**src/rtl/ibuf_sync_filter_pkg.sv**
```systemverilog
// ---------------------------------------------------------------------------
// ibuf_sync_filter_pkg
// Shared constants for the input synchroniser / glitch filter slice.
//   CNT_W    : width of the per-lane stability counter
//   FILT_MAX : largest filter length the counter can represent
// ---------------------------------------------------------------------------
package ibuf_sync_filter_pkg;

   localparam int CNT_W    = 4;
   localparam int FILT_MAX = (1 << CNT_W) - 1;

endpackage

```
**src/rtl/ibuf_sync_filter_if.sv**
```systemverilog
// ---------------------------------------------------------------------------
// ibuf_sync_filter_if
// Bundles the pad-side inputs and the core-side status outputs of the
// input filter block.
//   I    : asynchronous pad levels (post-IBUF), one bit per lane
//   EN   : filter enable shared by all lanes
//   ACK  : per-lane clear of EVT/OVF
//   O    : filtered, synchronised level
//   RISE : one-cycle pulse after O goes 0->1
//   FALL : one-cycle pulse after O goes 1->0
//   EVT  : sticky "edge seen since last ACK"
//   OVF  : sticky "edge seen while EVT was already pending"
// master = core/pad side driving I/EN/ACK, slave = the filter block.
// ---------------------------------------------------------------------------
interface ibuf_sync_filter_if #(
   parameter int WIDTH = 4
);

   logic [WIDTH-1:0] I;
   logic             EN;
   logic [WIDTH-1:0] ACK;
   logic [WIDTH-1:0] O;
   logic [WIDTH-1:0] RISE;
   logic [WIDTH-1:0] FALL;
   logic [WIDTH-1:0] EVT;
   logic [WIDTH-1:0] OVF;

   modport master (
      output I, EN, ACK,
      input  O, RISE, FALL, EVT, OVF
   );

   modport slave (
      input  I, EN, ACK,
      output O, RISE, FALL, EVT, OVF
   );

endinterface

```
**src/rtl/ibuf_sync_filter_lane.sv**
```systemverilog
// ---------------------------------------------------------------------------
// ibuf_sync_filter_lane
// One input lane: 2-flop synchroniser, stability counter, filtered level,
// registered rise/fall pulses and sticky event/overflow flags.
// Ports:
//   clk_i, rst_ni : core clock, asynchronous active-low reset
//   pad_i         : asynchronous pad level
//   en_i          : filter enable (low freezes level_o and clears counter)
//   ack_i         : clears evt_o/ovf_o
//   level_o       : filtered level
//   rise_o/fall_o : one-cycle pulses, the cycle after level_o changes
//   evt_o/ovf_o   : sticky event and overflow flags
// ---------------------------------------------------------------------------
module ibuf_sync_filter_lane
   import ibuf_sync_filter_pkg::*;
#(
   parameter int   FILT_CNT  = 4,
   parameter logic RESET_VAL = 1'b0
) (
   input  logic clk_i,
   input  logic rst_ni,
   input  logic pad_i,
   input  logic en_i,
   input  logic ack_i,
   output logic level_o,
   output logic rise_o,
   output logic fall_o,
   output logic evt_o,
   output logic ovf_o
);

   logic             s1_q, s2_q;
   logic [CNT_W-1:0] cnt_q, cnt_d;
   logic             o_q, o_d;
   logic             oDly_q;
   logic             rise_q, fall_q;
   logic             evt_q, evt_d;
   logic             ovf_q, ovf_d;
   logic             laneEdge;

   // Filter: the synchronised level must disagree with O for FILT_CNT
   // consecutive enabled cycles before O follows. Any agreement (or EN low)
   // throws the partial count away, so a later mismatch starts from zero.
   always_comb begin
      o_d   = o_q;
      cnt_d = '0;
      if (en_i) begin
         if (FILT_CNT == 0) begin
            o_d = s2_q;
         end else if (s2_q != o_q) begin
            if (cnt_q == CNT_W'(FILT_CNT - 1)) begin
               o_d = s2_q;
            end else begin
               cnt_d = cnt_q + CNT_W'(1);
            end
         end
      end
   end

   // Event flags: a new edge always (re)sets EVT so an event arriving in the
   // same cycle as ACK is never lost; ACK only clears OVF in that case.
   always_comb begin
      laneEdge = rise_q | fall_q;
      evt_d    = evt_q;
      ovf_d    = ovf_q;
      if (laneEdge) begin
         evt_d = 1'b1;
         if (ack_i) begin
            ovf_d = 1'b0;
         end else if (evt_q) begin
            ovf_d = 1'b1;
         end
      end else if (ack_i) begin
         evt_d = 1'b0;
         ovf_d = 1'b0;
      end
   end

   // State registers. Edge pulses compare O against its one-cycle-old copy,
   // so they appear the cycle after O moves and last exactly one cycle.
   always_ff @(posedge clk_i or negedge rst_ni) begin
      if (!rst_ni) begin
         s1_q   <= RESET_VAL;
         s2_q   <= RESET_VAL;
         cnt_q  <= '0;
         o_q    <= RESET_VAL;
         oDly_q <= RESET_VAL;
         rise_q <= 1'b0;
         fall_q <= 1'b0;
         evt_q  <= 1'b0;
         ovf_q  <= 1'b0;
      end else begin
         s1_q   <= pad_i;
         s2_q   <= s1_q;
         cnt_q  <= cnt_d;
         o_q    <= o_d;
         oDly_q <= o_q;
         rise_q <= o_q & ~oDly_q;
         fall_q <= ~o_q & oDly_q;
         evt_q  <= evt_d;
         ovf_q  <= ovf_d;
      end
   end

   assign level_o = o_q;
   assign rise_o  = rise_q;
   assign fall_o  = fall_q;
   assign evt_o   = evt_q;
   assign ovf_o   = ovf_q;

endmodule

```
**src/rtl/ibuf_sync_filter.sv**
```systemverilog
// ---------------------------------------------------------------------------
// ibuf_sync_filter
// Input-side pin conditioning: WIDTH independent lanes, each synchronised
// into CLK, glitch filtered, and reporting edges as pulses and sticky flags.
// Ports:
//   CLK   : core clock, all state rising-edge
//   RST_N : asynchronous active-low reset
//   io    : ibuf_sync_filter_if slave (I, EN, ACK in; O, RISE, FALL,
//           EVT, OVF out)
// Parameters:
//   WIDTH     : number of lanes
//   FILT_CNT  : stable cycles required before O changes (0 = bypass)
//   RESET_VAL : reset level of every lane (non-zero means 1)
// ---------------------------------------------------------------------------
module ibuf_sync_filter
   import ibuf_sync_filter_pkg::*;
#(
   parameter int WIDTH     = 4,
   parameter int FILT_CNT  = 4,
   parameter int RESET_VAL = 0
) (
   input logic                CLK,
   input logic                RST_N,
   ibuf_sync_filter_if.slave  io
);

   localparam logic             RST_LVL = (RESET_VAL != 0);
   localparam logic [WIDTH-1:0] RST_VEC = {WIDTH{RST_LVL}};

   // Reject parameter values the 4-bit counter cannot honour.
   if (FILT_CNT < 0 || FILT_CNT > FILT_MAX) begin : g_badFilt
      $error("ibuf_sync_filter: FILT_CNT out of range 0..15");
   end
   if (WIDTH < 1) begin : g_badWidth
      $error("ibuf_sync_filter: WIDTH must be at least 1");
   end

   logic [WIDTH-1:0] levelW, riseW, fallW, evtW, ovfW;

   // Lanes share only CLK, RST_N and EN; there is no cross-lane interaction.
   for (genvar i = 0; i < WIDTH; i++) begin : g_lane
      ibuf_sync_filter_lane #(
         .FILT_CNT  (FILT_CNT),
         .RESET_VAL (RST_VEC[i])
      ) u_lane (
         .clk_i   (CLK),
         .rst_ni  (RST_N),
         .pad_i   (io.I[i]),
         .en_i    (io.EN),
         .ack_i   (io.ACK[i]),
         .level_o (levelW[i]),
         .rise_o  (riseW[i]),
         .fall_o  (fallW[i]),
         .evt_o   (evtW[i]),
         .ovf_o   (ovfW[i])
      );
   end

   assign io.O    = levelW;
   assign io.RISE = riseW;
   assign io.FALL = fallW;
   assign io.EVT  = evtW;
   assign io.OVF  = ovfW;

endmodule

```
**src/flat_wrapper.sv**
```systemverilog
// flat-port wrapper written by rule: the top's interface ports become plain ports
module ibuf_sync_filter_flat import ibuf_sync_filter_pkg::*;
#(
   parameter int WIDTH     = 4,
   parameter int FILT_CNT  = 4,
   parameter int RESET_VAL = 0
)
  (CLK, RST_N, io_I, io_EN, io_ACK, io_O, io_RISE, io_FALL, io_EVT, io_OVF);
  ibuf_sync_filter_if #(.WIDTH(WIDTH)) io_i ();
  input logic CLK;
  input logic RST_N;
  input wire logic [$bits(io_i.I)-1:0] io_I;
  input wire logic [$bits(io_i.EN)-1:0] io_EN;
  input wire logic [$bits(io_i.ACK)-1:0] io_ACK;
  output wire logic [$bits(io_i.O)-1:0] io_O;
  output wire logic [$bits(io_i.RISE)-1:0] io_RISE;
  output wire logic [$bits(io_i.FALL)-1:0] io_FALL;
  output wire logic [$bits(io_i.EVT)-1:0] io_EVT;
  output wire logic [$bits(io_i.OVF)-1:0] io_OVF;
  assign io_i.I = io_I;
  assign io_i.EN = io_EN;
  assign io_i.ACK = io_ACK;
  assign io_O = io_i.O;
  assign io_RISE = io_i.RISE;
  assign io_FALL = io_i.FALL;
  assign io_EVT = io_i.EVT;
  assign io_OVF = io_i.OVF;
  ibuf_sync_filter #(.WIDTH(WIDTH), .FILT_CNT(FILT_CNT), .RESET_VAL(RESET_VAL)) u_core (.CLK(CLK), .RST_N(RST_N), .io(io_i));
endmodule
```
**config.mk**
```make
export PLATFORM = sky130hd
export DESIGN_NAME = ibuf_sync_filter_flat
export DESIGN_NICKNAME = d
export VERILOG_FILES = /design/src/rtl/ibuf_sync_filter_pkg.sv /design/src/rtl/ibuf_sync_filter_if.sv /design/src/rtl/ibuf_sync_filter_lane.sv /design/src/rtl/ibuf_sync_filter.sv /design/src/flat_wrapper.sv
export SDC_FILE = /design/constraint.sdc
export NUM_CORES = 1
export LEC_CHECK = 0
export ABC_AREA = 0
export BUFFER_PORTS_ARGS = -buffer_cell sky130_fd_sc_hd__buf_2
export CELL_PAD_IN_SITES_DETAIL_PLACEMENT = 0
export CELL_PAD_IN_SITES_GLOBAL_PLACEMENT = 1
export CORE_UTILIZATION = 29
export DETAILED_ROUTE_END_ITERATION = 7
export PLACE_DENSITY_LB_ADDON = 0.12
export RECOVER_POWER = 25
export SLEW_MARGIN = 40
export SYNTH_ARGS = -nofsm -noshare
export SYNTH_HDL_FRONTEND = slang
export SYNTH_SLANG_ARGS = --single-unit
```
**constraint.sdc**
```tcl
create_clock -name CLK -period 1.79 [get_ports CLK]
set_clock_uncertainty 0.15 [all_clocks]
set_input_delay 0.0895 -clock CLK [delete_from_list [all_inputs] [get_ports CLK]]
set_output_delay 0.0895 -clock CLK [all_outputs]
set_load 0.01 [all_outputs]
```
**After elaboration in Yosys (flattened, before gate mapping)**

Index checks and enable logic that the tools add are counted.

- Add/sub/neg operators: 4
- Eq/ne operators: 8
- Mux-type cells: 32
- Bitwise logic cells: 20
- Reductions and logical operators: 16

Operators by type and width:

| operator | number |
|---|---|
| 4-bit two-way mux | 12 |
| 1-bit two-way mux | 20 |
| 4-bit by 1-bit adder with 4-bit output (second input constant) | 4 |
| 4-bit by 2-bit == test with 1-bit output (second input constant) | 4 |
| 2-bit nonzero test | 8 |
| 3-bit AND reduction | 4 |
| 1-bit bitwise AND | 8 |
| 1-bit NOT | 8 |
| 2-bit AND reduction | 4 |
| 1-bit inequality test | 4 |
| 1-bit OR | 4 |

- Bits in registers: 48
- Input bits: 11
- Output and inout bits: 20

**Longest topological paths before layout**

Gate-level depths: netlist (run 1).

- Word-level depth: 4
- Gate-level depth with buffers: 3
- Gate-level depth less buffers: 3

**Modules after synthesis**

Synthesis (run 1) repeated with hierarchy kept, for this count alone.

- Cells, all modules: 140
- Area, all modules: 1,841.8 sq um

By module, submodules not included:

| module | instances | cells each | area each (sq um) | sequential area each (sq um) |
|---|---|---|---|---|
| ibuf_sync_filter_lane | 4 | 35 | 460.4 | 300.3 |

**Worst setup path after synthesis (run 1)**

Ideal clock, no wire load.

- Path type: register -> register
- Start: register u_core.g_lane[2].u_lane.cnt_q[0]
- End: register u_core.g_lane[2].u_lane.o_q
- Arrival: 1,149 ps
- Slack: 366 ps
- Stages on the path, launching flop included: 4
- Period minus slack after synthesis: 1,424 ps
- Path through: dfrtp_1 -> ha_1 -> and4bb_2 -> mux2_4

- Word-level cells in the longest chain between the ends: 2

RTL lines:

| item | RTL line | source |
|---|---|---|
| start, declared | ibuf_sync_filter_lane.sv:33 | `logic [CNT_W-1:0] cnt_q, cnt_d;` |
| start signal, assigned | ibuf_sync_filter_lane.sv:95 | `cnt_q <= cnt_d;` |
| 4-bit by 2-bit == test with 1-bit output | ibuf_sync_filter_lane.sv:51 | `if (cnt_q == CNT_W'(FILT_CNT - 1)) begin` |
| 3-bit AND reduction (no line) | - |  |
| end signal, assigned | ibuf_sync_filter_lane.sv:86 | `o_q <= RESET_VAL;` |
| end signal, assigned | ibuf_sync_filter_lane.sv:96 | `o_q <= o_d;` |
| end, declared | ibuf_sync_filter_lane.sv:34 | `logic o_q, o_d;` |

Every way passes these cells.
A chain may end at the register's enable or synchronous reset.

**Worst setup path in the final report (run 1)**

Same ends and word-level chain as after synthesis.

==> reports/results.ini, run 1 <==
[setup_path]
slowest_delay_ps = 420
critical_path.slowest_cell = dfrtp_1
cp.required_ps = 1830
startpoint_type = flop
critical-path-top-delay-family = flip-flops
path_class = flop to flop
arrival_ps = 1520
crit_buf_inv = 0
crit_path_max_fanout = 4
crit_path_end_kind = flop
cp_cell_sequence = ha_1 > and4bb_2 > mux2_4

[detailed_routing]
drtIter0Drc = 69
vias = 1224
firstDrtPassIters = 4
antenna_left = 0
wl_per_cell_um = 12.1
viasPerCell = 4.65
drt_wl_total_um = 3190
drc = 0

[layout]
drive_gt1_share_pct = 26.3
ff_latch_area_um2 = 1200
nFillCells = 629
final_core_utilization_pct = 35.4
multiInputGateArea_um2 = 606
layoutNonFillerInstCount = 263
final_cell_mix = dfrtp_1 (48), buf_2 (29), o21ai_0 (12), dlygate4sd3_1 (10)
num_antenna_cells = 0
final_common_cell = dfrtp_1
layout.nets = 200
area_growth_pct = 14.7

[synth]
synth_top_area_cell = dfrtp_1
ys_ff_latch = 48
synth_cell_types = 25
netlist_area_um2 = 2000
synth_compound_area_share_pct = 8.44
synth_area_per_cell_um2 = 12.7
synth_top_area_share_pct = 60.0
yosys.area_share.adder_pct = 2.50
synth_cells = 158
synth.area.top_cells = dfrtp_1 (60%), buf_4 (7.5%), o21ai_0 (3.0%), and4bb_2 (2.5%), ha_1 (2.5%)
ys_warn_count = 0
synth_top_family_by_area = simple AND/OR/NAND/NOR gates
synthSimpleGateAreaFrac_pct = 14.8
ys_seq_area_share_pct = 60.0
synth_nets = 173
synthXorXnorAreaFrac_pct = 1.75
synth_mux_area_share_pct = 2.81

[cts]
cts_tree = done
clkSlewWorstSetupHoldPaths_ps = 80
root_buffer = clkbuf_8
cts_hold_buf = 10
post_cts_resized = 0
clock_latency_ps = 300
clock_path_buffers = 2
htreeDepth = 2
clock_sinks = 48
cts_setup_buffers = 0
cts_buffers = 5

[die]
coreArea_um2 = 6490
die_h_um = 85.1
ios = 31
rows = 29
dieArea_um2 = 7240
start_util_pct = 30.8
die_x_um = 85.1

[place]
dp_hpwl_um = 2200
dp.cells = 245
port_buffers = 30
gp_congestion = 0.648

[power]
p_seq_share_pct = 55.4
clkPwrFrac_pct = 26.5
power.internal_uw = 1780
pwr-share-comb_pct = 18.1
peakVddDrop_v = 0.000337
power_switching_uw = 688
p_leak_uw = 0.00107
power.density_nw_per_um2 = 1080
swShare_pct = 27.8

[sta]
finalSetupViolCount = 0
slew_headroom_pct = 60.0
whs_ps = 169
fin_crit_ps = 1480
fin_crit_sh_pct = 82.8
finalSetupTns_ps = 0
tightest_slew_ps = 601
maxSlewViolCount = 0
finalHoldViolations = 0
rsz0062_at_grt = false
max_freq_ghz = 0.675

[flow_run]
drv_cap = 0

[global_routing]
grt_antenna_before_repair = 0
grt_max_degree = 27
grt_pass1_vias = 1263
grt_pass1_wl_um = 5630
track_usage_pct = 9.94
grt-ovfl-total = 0

[outcome]
outcome = finished, final reports clean

[min_path]
hold_path_class = input pin to async pin

logic make-up after synthesis:
family | count (synthesis)
compound gates | 27
fa+ha+maj | 4
buf+inv | 30
flops | 48
xor+xnor | 4
simple gates | 41
mux | 4
synthesized netlist by cell type, drive strengths merged:
library cell and number:
a2111oi 3, and4 4, nor3b 5, nand3b 4, inv 9, or2b 1, xnor2 4, nor2b 6
mux2 4, a21oi 8, nor2 7, o21ai 12, nor4 5, and2b 2, nand2b 3, a211oi 4
buf 21, ha 4, dfrtp 48, and4bb 4
registers in the layout, indices dropped and copies added (netlist names):
signal and cells:
u_core.g_lane.u_lane.cnt_q 16, u_core.g_lane.u_lane.evt_o 4, u_core.g_lane.u_lane.fall_o 4, u_core.g_lane.u_lane.level_o 4, u_core.g_lane.u_lane.oDly_q 4, u_core.g_lane.u_lane.ovf_o 4, u_core.g_lane.u_lane.rise_o 4, u_core.g_lane.u_lane.s1_q 4
u_core.g_lane.u_lane.s2_q 4
stage by stage:
| stage | setup WS (ps) | power, uW | cell area [um2] |
|---|---|---|---|
| 6_report | 308 | 2470 | 2300 |
| 5_1_grt | 244 | 2650 | 2300 |
| 4_1_cts | 307 | 2530 | 2300 |
| 3_5_place_dp | 322 | 1840 | 2110 |
| 3_3_place_gp | 346 | 1820 | 2110 |
| 2_1_floorplan | 366 | 1780 | 2000 |
cell type report:
class	count	share of cell area, %
inverter	9	1.47
tap	77	4.19
sequential	48	52.3
clock buffer	8	3.92
timing repair buffer	41	11.8
multi-input combinational	80	26.4
routing by layer:
layer	up-vias	global-route usage (%)	routed length, um
met3	6	3.31	140
met1	610	11.6	1460
met4	0	4.62	64
met2	25	16.6	1520
li1	583	-	-
met5	-	0	0
power groups by stage:
stage | clock (uW) | sequential [uW] | combinational, uW
final | 655 | 1370 | 446
after global routing | 748 | 1400 | 507
after CTS | 697 | 1380 | 459
after detailed placement | 0 | 1400 | 441
after global placement | 0 | 1380 | 432
after floorplan | 0 | 1370 | 412
path summary, 6_finish.rpt:
path / start / end / slack [ps] / cells past startpoint
max: u_core.g_lane[2].u_lane.cnt_q[0]$_DFF_PN0_ / u_core.g_lane[2].u_lane.level_o$_DFFE_PN0P_ / 310 / 3
min: RST_N / u_core.g_lane[0].u_lane.s1_q$_DFF_PN0_ / 170 / 2
max reg2reg: u_core.g_lane[2].u_lane.cnt_q[0]$_DFF_PN0_ / u_core.g_lane[2].u_lane.level_o$_DFFE_PN0P_ / 310 / 3
min reg2reg: u_core.g_lane[2].u_lane.s1_q$_DFF_PN0_ / u_core.g_lane[2].u_lane.s2_q$_DFF_PN0_ / 200 / 0
max in group asynchronous: RST_N / u_core.g_lane[3].u_lane.level_o$_DFFE_PN0P_ / 770 / 3
min in group CLK: u_core.g_lane[2].u_lane.s1_q$_DFF_PN0_ / u_core.g_lane[2].u_lane.s2_q$_DFF_PN0_ / 200 / 0
Power figures use the tool's default switching activity.
==> run 2: changes to the inputs <==
==> constraint.sdc (replaced) <==
create_clock -name CLK -period 1.2 [get_ports CLK]
set_clock_uncertainty 0.15 [all_clocks]
set_input_delay 0.06 -clock CLK [delete_from_list [all_inputs] [get_ports CLK]]
set_output_delay 0.06 -clock CLK [all_outputs]
set_load 0.01 [all_outputs]
==> run 2 against run 1 <==
  * The run now ends with negative hold slack, negative setup slack left
  * Total power rose by 63%
  * Critical path depth did not move
  * Via count rose by 7.5%
  * Combinational power rose by 130%
  * Non-clock buffer count rose by 28
  * Worst setup slack got worse by 470 ps
  * Wire length rose by 17%
  * Worst hold slack got worse by 210 ps
  * Highest routed layer unchanged
==> reports/results.ini, run 2 (synthesis gave the netlist of run 1 again) <==
[outcome]
outcome = finished with violations
violations = negative hold slack, negative setup slack

[setup_path]
startpoint_type = flop
crit_path_end_kind = flop
crit_path_max_fanout = 2
path_class = flop to flop
r2r_cells = 3
arrival_ps = 1390
cp.required_ps = 1240

[cts]
clock_sinks = 48
clock_path_buffers = 2
cts_tree = done
cts_hold_buf = 9
htreeDepth = 2
cts_buffers = 5
root_buffer = clkbuf_8
clock_latency_ps = 290
clkSlewWorstSetupHoldPaths_ps = 80

[min_path]
whs_path_depth = 3
hold_path_class = input pin to flop

[die]
die_x_um = 85.1
die_h_um = 85.1
ios = 31
rows = 29
dieArea_um2 = 7240
coreArea_um2 = 6490
start_util_pct = 30.8

[place]
gp_congestion = 0.736
dp_hpwl_um = 2410
port_buffers = 30
dp_slack_ps = -157
dpl_cell_area_um2 = 2310

[detailed_routing]
firstDrtPassIters = 4
drt_wl_total_um = 3730
drc = 0
vias = 1316
antenna_left = 0
wl_per_cell_um = 12.8
drtIter0Drc = 33
viasPerCell = 4.52

[sta]
fin_crit_ps = 1360
whs_ps = -36.2
slew_headroom_pct = 56.0
setup_ws_ps = -159
finalHoldViolations = 3
finalSetupViolCount = 14
maxSlewViolCount = 0
fin_crit_sh_pct = 113
tightest_slew_ps = 659
rsz0062_at_grt = true
max_freq_ghz = 0.736

[layout]
final_cell_mix = dfrtp_1 (46), buf_2 (26), buf_4 (21), buf_6 (12), o21ai_0 (11)
num_antenna_cells = 0
final_common_cell = dfrtp_1
final_area_um2 = 2730
area_growth_pct = 36.1
largest_reg_flops = 16
drive_gt1_share_pct = 46.3
top_register = u_core.g_lane.u_lane.cnt_q
layout.nets = 228

[power]
power.density_nw_per_um2 = 1480
peakVddDrop_v = 0.000391
p_leak_uw = 0.00125
finalPower_uw = 4040

[flow_run]
drv_cap = 0

[global_routing]
track_usage_pct = 10.7
grt_max_degree = 49
grt_antenna_before_repair = 0
grt-ovfl-total = 0
grt_pass1_vias = 1293
grt_pass1_wl_um = 5950

-- run 2: per-stage QoR --
step | util (%) | TNS, ps | std cells
after floorplan | - | -621 | 158
after global placement | 35.5 | -948 | 270
after detailed placement | 35.5 | -1310 | 270
after CTS | 40.5 | -1090 | 288
after global routing | 42.0 | -1850 | 291
final | 42.0 | -1040 | 291
-- run 2: power by group --
group / leakage, uW / internal [uW] / switching, uW
logic: 0.000569 / 560 / 462
clock network: 0.0000455 / 471 / 508
registers: 0.000632 / 1860 / 173
-- run 2: layer usage --
| metal | global-route usage [%] | part of all wire (%) |
|---|---|---|
| met2 | 16.9 | 48 |
| met1 | 13.7 | 48 |
| met5 | 0 | 0 |
| met3 | 3.21 | 3.4 |
| met4 | 4.16 | 0.75 |
-- run 2: area by class of cell --
class | instances | area (um2)
Tap cell | 77 | 96.3
Timing Repair Buffer | 69 | 520
Fill cell | 619 | 3770
Sequential cell | 48 | 1200
Inverter | 9 | 33.8
Multi-Input combinational cell | 80 | 781
Clock buffer | 8 | 90.1
-- run 2: what timing repair did --
item,in CTS,in global routing
setup endpoints to repair,18,22
resized for setup,22,15
hold endpoints to repair,63,2
pin swaps,7,7
buffers inserted,1,5
-- run 2: path summary, 6_finish.rpt --
| kind | start | to | slack, ps |
|---|---|---|---|
| setup / recovery | u_core.g_lane[0].u_lane.cnt_q[0]$_DFF_PN0_ | u_core.g_lane[0].u_lane.level_o$_DFFE_PN0P_ | -160 |
| hold / removal | io_EN | u_core.g_lane[3].u_lane.cnt_q[3]$_DFF_PN0_ | -40 |
| setup reg to reg | u_core.g_lane[0].u_lane.cnt_q[0]$_DFF_PN0_ | u_core.g_lane[0].u_lane.level_o$_DFFE_PN0P_ | -160 |
| hold reg to reg | u_core.g_lane[2].u_lane.s1_q$_DFF_PN0_ | u_core.g_lane[2].u_lane.s2_q$_DFF_PN0_ | 200 |
| max in group asynchronous | RST_N | u_core.g_lane[3].u_lane.s2_q$_DFF_PN0_ | 150 |
| min in group asynchronous | RST_N | u_core.g_lane[3].u_lane.ovf_o$_DFFE_PN0P_ | 290 |
-- run 2: worst max-delay path, cell delays in order (launching register included) --
cell and delay, ps:
dfrtp_1 390, ha_2 190, and4bb_2 230, mux2_4 290
